`config.mk`:
```
export PLATFORM = sky130hd
export DESIGN_NAME = color_step_ctrl
export DESIGN_NICKNAME = d
export VERILOG_FILES = /design/src/rtl/color_step_ctrl_pkg.sv /design/src/rtl/color_scale_ch.sv /design/src/rtl/color_step_ctrl.sv
export SDC_FILE = /design/constraint.sdc
export NUM_CORES = 1
export LEC_CHECK = 0
export CORE_MARGIN = 10
export CORE_UTILIZATION = 65
export DETAILED_ROUTE_END_ITERATION = 8
export GPL_ROUTABILITY_DRIVEN = 0
export GPL_TIMING_DRIVEN = 0
export PLACE_DENSITY_LB_ADDON = 0.15
export REMOVE_ABC_BUFFERS = 1
export SETUP_SLACK_MARGIN = 0.5
export SYNTH_ARGS = -nofsm -noshare
export SYNTH_HDL_FRONTEND = slang
export SYNTH_HIERARCHICAL = 1
export SYNTH_SLANG_ARGS = --single-unit
```
`constraint.sdc`:
```
create_clock -name clk -period 12.4 [get_ports clk]
set_input_delay 3.72 -clock clk [delete_from_list [all_inputs] [get_ports clk]]
set_output_delay 3.72 -clock clk [all_outputs]
set_load 0.05 [all_outputs]
```
`src/rtl/color_step_ctrl_pkg.sv`:
```
// Shared definitions for the colour step controller: FSM encoding, RGB888 slicing,
// coefficient width and the step-to-coefficient mapping.
package color_step_ctrl_pkg;

    localparam int unsigned CoefW = 10;
    localparam int unsigned ChanW = 8;
    localparam int unsigned RLsb  = 16;
    localparam int unsigned GLsb  = 8;
    localparam int unsigned BLsb  = 0;

    localparam logic [1:0] StIdle  = 2'd0;
    localparam logic [1:0] StArmed = 2'd1;
    localparam logic [1:0] StApply = 2'd2;

    typedef struct packed {
        logic [CoefW-1:0] kr;
        logic [CoefW-1:0] kg;
        logic [CoefW-1:0] kb;
    } coef_t;

    // Products wrap modulo 2^CoefW (e.g. step 31 gives kr = 1054 mod 1024 = 30).
    function automatic coef_t calc_coefs(logic [4:0] s);
        logic [CoefW-1:0] sw;
        coef_t            c;
        sw   = {{(CoefW-5){1'b0}}, s};
        c.kr = (sw + CoefW'(3)) * sw;
        c.kg = (sw + CoefW'(2)) * sw;
        c.kb = sw * sw;
        return c;
    endfunction

endpackage

```
`src/rtl/color_scale_ch.sv`:
```
// One colour channel scaler: 8-bit channel times 10-bit coefficient, truncated to
// 8 bits, or passed through unchanged when bypass is set.
module color_scale_ch
    import color_step_ctrl_pkg::*;
(
    input  logic [ChanW-1:0] ch_in,
    input  logic [CoefW-1:0] coef,
    input  logic             bypass,
    output logic [ChanW-1:0] ch_out
);

    logic [ChanW+CoefW-1:0] prod;
    logic                   unused_prod_hi;

    always_comb begin
        prod           = {{CoefW{1'b0}}, ch_in} * {{ChanW{1'b0}}, coef};
        unused_prod_hi = ^prod[ChanW+CoefW-1:ChanW];
        ch_out         = bypass ? ch_in : prod[ChanW-1:0];
    end

endmodule

```
`src/rtl/color_step_ctrl.sv`:
```
// Step controller: button/auto requests advance a step index at frame boundaries,
// and a two-stage pipeline scales RGB888 pixels by step-derived coefficients.
module color_step_ctrl
    import color_step_ctrl_pkg::*;
#(
    parameter int unsigned FRAMES_PER_STEP = 30,
    parameter int unsigned MAX_STEP        = 31
) (
    input  logic        clk,
    input  logic        reset,
    input  logic        step_btn,
    input  logic        auto_en,
    input  logic        frame_start,
    input  logic [23:0] pixel_in,
    input  logic        pixel_valid_in,
    output logic [23:0] pixel_out,
    output logic        pixel_valid_out,
    output logic [4:0]  step,
    output logic        shft
);

    localparam logic [7:0] FrameLast = 8'(FRAMES_PER_STEP - 1);
    localparam logic [4:0] StepLast  = 5'(MAX_STEP);

    logic [1:0]  state_q, state_d;
    logic [4:0]  step_q, step_d;
    logic [7:0]  frame_cnt_q, frame_cnt_d;
    coef_t       coef_q, coef_d;
    logic        btn_q;
    logic        blind_q;
    logic        btn_req, auto_req, req;

    logic [23:0] s1_pix_q;
    logic        s1_valid_q;
    logic        s1_bypass_q;
    coef_t       s1_coef_q;
    logic [23:0] scaled;
    logic [23:0] pix_out_q;
    logic        valid_out_q;

    always_comb begin
        // blind_q masks a button already held high when reset is released
        btn_req     = step_btn & ~btn_q & ~blind_q;
        auto_req    = 1'b0;
        frame_cnt_d = frame_cnt_q;
        if (!auto_en) begin
            frame_cnt_d = '0;
        end else if (frame_start) begin
            if (frame_cnt_q == FrameLast) begin
                auto_req    = 1'b1;
                frame_cnt_d = '0;
            end else begin
                frame_cnt_d = frame_cnt_q + 8'd1;
            end
        end
        req = btn_req | auto_req;

        state_d = state_q;
        step_d  = step_q;
        coef_d  = coef_q;
        case (state_q)
            StIdle:  if (req) state_d = StArmed;
            StArmed: if (frame_start) state_d = StApply;
            StApply: begin
                state_d = StIdle;
                step_d  = (step_q == StepLast) ? 5'd0 : step_q + 5'd1;
                coef_d  = calc_coefs(step_d);
            end
            default: state_d = StIdle;
        endcase
    end

    always_ff @(posedge clk) begin
        if (reset) begin
            state_q     <= StIdle;
            step_q      <= '0;
            frame_cnt_q <= '0;
            coef_q      <= '0;
            btn_q       <= 1'b0;
            blind_q     <= 1'b1;
        end else begin
            state_q     <= state_d;
            step_q      <= step_d;
            frame_cnt_q <= frame_cnt_d;
            coef_q      <= coef_d;
            btn_q       <= step_btn;
            blind_q     <= 1'b0;
        end
    end

    // Stage 1 captures the coefficients current at entry so a step change cannot
    // split a pixel across two settings.
    always_ff @(posedge clk) begin
        if (reset) begin
            s1_pix_q    <= '0;
            s1_valid_q  <= 1'b0;
            s1_bypass_q <= 1'b1;
            s1_coef_q   <= '0;
            pix_out_q   <= '0;
            valid_out_q <= 1'b0;
        end else begin
            s1_pix_q    <= pixel_in;
            s1_valid_q  <= pixel_valid_in;
            s1_bypass_q <= (step_q == 5'd0);
            s1_coef_q   <= coef_q;
            valid_out_q <= s1_valid_q;
            if (s1_valid_q) begin
                pix_out_q <= scaled;
            end
        end
    end

    color_scale_ch u_scale_r (
        .ch_in  (s1_pix_q[RLsb +: ChanW]),
        .coef   (s1_coef_q.kr),
        .bypass (s1_bypass_q),
        .ch_out (scaled[RLsb +: ChanW])
    );

    color_scale_ch u_scale_g (
        .ch_in  (s1_pix_q[GLsb +: ChanW]),
        .coef   (s1_coef_q.kg),
        .bypass (s1_bypass_q),
        .ch_out (scaled[GLsb +: ChanW])
    );

    color_scale_ch u_scale_b (
        .ch_in  (s1_pix_q[BLsb +: ChanW]),
        .coef   (s1_coef_q.kb),
        .bypass (s1_bypass_q),
        .ch_out (scaled[BLsb +: ChanW])
    );

    assign pixel_out       = pix_out_q;
    assign pixel_valid_out = valid_out_q;
    assign step            = step_q;
    assign shft            = (state_q == StApply);

endmodule
```
; ---- Word level (Yosys, flattened, before mapping)
; Cells that the tools add are included.
[totals]
inputBits = 30
wordCells = 54
register_bits = 128
romBits = 0
output_inout_bits = 31
ramBits = 0
latch_bits = 0
memories = 0
[op_classes]
n_bitwise = 6
reduce_logical = 4
div_mod_pow = 0
eq_ne = 6
shifts = 0
n_addsub = 4
muxes = 12
magnitude_cmp = 0
multipliers = 6
[op_table]
columns = cell, count
row1 = 8-bit 2-to-1 mux, 4
row2 = 8-bit by 10-bit multiplier with 8-bit output, 3
row3 = 6-bit by 5-bit multiplier with 10-bit output, 2
row4 = "5-bit by 2-bit adder with 6-bit output, second input constant", 2
row5 = 5-bit by 5-bit multiplier with 10-bit output, 1
row6 = "8-bit by 1-bit adder with 8-bit output, second input constant", 1
row7 = "8-bit by 5-bit == test with 1-bit output, second input constant", 1
row8 = "5-bit by 1-bit adder with 5-bit output, second input constant", 1
row9 = "5-bit == test, second input constant", 1
row10 = 5-bit logical NOT, 1
row11 = 5-bit 2-to-1 mux, 1
row12 = 1-bit 2-to-1 mux, 4
row13 = 2-bit 2-to-1 mux, 2
row14 = "2-bit inequality test, second input constant", 2
row15 = 2-bit one-hot mux with 2 select lines, 1
row16 = 1-bit NOT, 3
row17 = 1-bit bitwise AND, 2
row18 = "2-bit by 1-bit == test with 1-bit output, second input constant", 1
row19 = "2-bit == test, second input constant", 1
row20 = 2-bit logical NOT, 1
row21 = 2-bit AND reduction, 1
row22 = 2-bit OR reduction, 1
row23 = 1-bit OR, 1

; ---- Longest topological paths before layout
[depth]
depth_word = 7
mapped_depth = 21
mapped_depth_nobuf = 20

; ---- Cells and area by module
; The synthesis kept the hierarchy.
[modules_own_cells]
columns = module, cells_per_inst, seq_area_each_um2, instances, area_per_inst_um2
row1 = color_step_ctrl, 604, 2362.3, 1, 5923.2
row2 = color_scale_ch, 119, 0.0, 3, 982.2

; ---- Worst setup path after synthesis
; Ideal clock, no wire load.
[synth_path]
path_kind = reg-to-reg
startpoint = register step_q[2], in the netlist step[2]
endpoint = register coef_q[19] (netlist bit)
setup_ns = 0.159
stages_incl_launch_ff = 20
synth_period_minus_slack_ns = 5.506
path_buffers = 1
setup_slack_ns = 6.894
arrival_time_ns = 5.347
required_ns = 12.241
path_cell_list = dfxtp_1 ha_1 and2_1 ha_1 nand2b_1 clkbuf_1 inv_1 ha_1 inv_1 ha_1 nand2b_1 fa_1 fa_1 fa_1 inv_1 ha_1 a21o_1 o41a_1 xnor2_1 a2bb2oi_1
[synth_via]
elab_chain_cells = 4
word_cells_on_any_way = 5
classes_between = add/sub (2) / mul (1) / eq/ne (1) / mux (1)
[synth_rtl]
columns = item, line_no
row1 = "start, declared", color_step_ctrl.sv:26  ; logic [4:0] step_q, step_d;
row2 = "start signal, assigned", color_step_ctrl.sv:83  ; step_q <= step_d;
row3 = 5-bit by 1-bit adder with 5-bit output / 5-bit == test (equally long branches), color_step_ctrl.sv:66  ; step_d = (step_q == StepLast) ? 5'd0 : step_q + 5'd1;
row4 = 5-bit 2-to-1 mux (*), color_step_ctrl.sv:66
row5 = 5-bit by 2-bit adder with 6-bit output, color_step_ctrl_pkg.sv:27  ; c.kg = (sw + CoefW'(2)) * sw;
row6 = 6-bit by 5-bit multiplier with 10-bit output (*), color_step_ctrl_pkg.sv:27
row7 = "end signal, assigned", color_step_ctrl.sv:85  ; coef_q <= coef_d;
row8 = "end, declared", color_step_ctrl.sv:28  ; coef_t coef_q, coef_d;
; Every way passes the cells marked *; elsewhere a longest branch is shown, timed or not.
; A chain may end at the register's enable or synchronous reset.

; ---- Worst setup path after layout
[layout_path]
startpoint = register state_q[0]
endpoint = output port shft
[layout_via]
elab_chain_cells = 1
[layout_rtl]
columns = item, line_no
row1 = "start, declared", color_step_ctrl.sv:25  ; logic [1:0] state_q, state_d;
row2 = "start signal, assigned", color_step_ctrl.sv:75  ; state_q <= StIdle;
row3 = "start signal, assigned", color_step_ctrl.sv:82  ; state_q <= state_d;
row4 = 2-bit == test, color_step_ctrl.sv:137  ; assign shft = (state_q == StApply);
row5 = "end, declared", color_step_ctrl.sv:19  ; output logic shft
; Every way passes these cells.

==> metrics.txt <==
CTS tree yes; CP top delay family buffers and inverters; worst path bufs/invs 2; Worst Tran Pin Value 0.941 ns; Core ar. 12200 um2; via count 5767; synthesized cell area 8170 um2; power density over cell area 78.2 nW/um2; Pleak 4.49 nW; RSZ-0062 raised after global routing false; Syn Area/Cell 9.23 um2; # port buffers 60; Initial Util 0.672; hold crit path type flop to flop; critical-path cell list nand2b_1 > inv_1 > clkdlybuf4s50_1; DRC 0; Data required, critical path 8.68 ns; Ant. Diodes 0; layout cells sized above 1 0.0413; final hold violation count 0; detailed-router iteration count before antenna repair 4; largest net degree at the start of global routing 90; final setup vio count 0; total power 0.000718 W; clock latency at the later pin of the worst-skew pair 0.36 ns; total grt overflow 0; maximum clock frequency 151 MHz; synth warn 6; Worst EP arrival 2.88 ns; Mapped Cells 885; antenna violations before repair 0; Slew HR 0.373; Root Driver clkbuf_16; Setup Buffers After CTS 0; vias in the first global route 6023; drt initial violations 298; final period utilization 0.533; Setup TNS Final 0 ns; CTS Sinks 106; routed len/inst 14.6 um; filler cell count 880; die area 17400 um2; Pins Over Slew Limit 0; Die H 132 um; row count 40; Routed WL 16200 um; post-CTS sizing 0; Num CTS Buffers 9; critical path class flop to output pin; Bufs on Longest Clock Path 2; first-pass GRT wire length 28000 um; Post-DP HPWL 12100 um; Reg clk slew, reported paths 0.07 ns; IO Count 61; MaxCap Viol Count 0; Final min period 6.60 ns; Worst Path Max Fanout 23; critical path's slowest cell clkdlybuf4s50_1; P&R area growth vs syn 12.5%; peak supply drop 0.0860 mV; Max Clock Skew 0.00789 ns; Startpoint Class flop; antenna-violating nets left 0; H-tree depth reported by CTS 3; Chip Width 132 um; nets@finish 1130; Total GRT Usage 0.190; DR vias/cell 5.19; CTS Hold Buffers Added 0; Crit path largest cell delay 0.92 ns; element type at the critical path end output pin; status completed
==> final cells by class <==
cell class	count	area [um2]	area share
Sequential cell	106	2120	0.231
Clock inverter	7	65.1	0.00708
Multi-Input combinational cell	645	5520	0.601
Inverter	117	444	0.0484
Timing Repair Buffer	60	598	0.0651
Clock buffer	9	225	0.0245
Tap cell	168	210	0.0229
==> per-stage QoR <==
stage,hold slack [ns],std cells,cell area (um2),util,setup slack [ns]
2_1_floorplan,0.421,868,8080,-,6.98
3_3_place_gp,0.436,1096,8890,0.731,4.73
3_5_place_dp,0.440,1096,8890,0.731,6.16
4_1_cts,0.450,1112,9180,0.755,5.76
5_1_grt,0.473,1112,9190,0.755,5.58
6_report,0.450,1112,9190,0.755,5.80
==> cells in the final DEF, fill, tap and decap left out, types with 2 or more instances in the layout <==
master / count
a21o_1: 13
a21oi_1: 25
a21oi_2: 2
a2bb2oi_1: 3
and2_1: 53
clkbuf_16: 9
clkdlybuf4s50_1: 59
conb_1: 15
dfxtp_1: 104
dfxtp_2: 2
fa_1: 60
ha_1: 101
inv_1: 116
inv_6: 3
inv_8: 3
mux2_1: 3
mux2_2: 6
mux2i_1: 27
nand2_1: 104
nand2b_1: 6
nand3_1: 4
nand4_1: 3
nor2_1: 65
nor2b_1: 46
nor3_1: 7
o21a_1: 3
o21ai_0: 5
o21ai_1: 6
o21bai_1: 2
o22a_1: 6
or3_1: 3
xnor2_1: 27
xnor2_2: 4
xnor3_1: 9
xor2_1: 19
==> state kept, by name, indices dropped and copies added, names as in the netlist <==
| signal | count |
|---|---|
| coef_q | 20 |
| frame_cnt_q | 8 |
| pixel_out | 24 |
| s1_bypass_q | 1 |
| s1_valid_q | 1 |
| s1_coef_q | 20 |
| step | 3 |
| state_q | 2 |
| blind_q | 1 |
| btn_q | 1 |
| s1_pix_q | 24 |
| pixel_valid_out | 1 |
==> final timing paths <==
kind	cells past startpoint	endpoint	startpoint	slack, ns
min reg2reg	2	coef_q[5]$_SDFFE_PP0P_	coef_q[5]$_SDFFE_PP0P_	0.45
max	3	shft	state_q[0]$_SDFFE_PP0P_	5.80
max reg2reg	18	coef_q[17]$_SDFFE_PP0P_	coef_q[11]$_SDFFE_PP0P_	6.49
min	2	coef_q[5]$_SDFFE_PP0P_	coef_q[5]$_SDFFE_PP0P_	0.45
==> report_power, final <==
| part | internal (W) | leakage [nW] | switching (W) |
|---|---|---|---|
| registers | 0.000350 | 0.864 | 0.0000134 |
| logic | 0.0000323 | 3.48 | 0.0000372 |
| clock network | 0.000142 | 0.146 | 0.000143 |
| total | 0.000524 | 4.49 | 0.000194 |
==> metal layers <==
metal / vias up / share of wire / global-route usage
li1: 2867 / - / -
met1: 2783 / 0.43 / 0.230
met2: 100 / 0.51 / 0.332
met3: 17 / 0.042 / 0.0415
met4: 0 / 0.015 / 0.0482
met5: - / 0 / 0
==> worst register-to-register path: cells and delay by family, from the launching register on <==
family / cells / cell delay, ns
compound gates: 3 / 0.56
xor+xnor: 1 / 0.10
fa+ha+maj: 8 / 3.22
buf+inv: 3 / 0.50
flops: 1 / 0.64
simple gates: 3 / 0.76
Note: power is estimated with default switching activity, not from simulation.
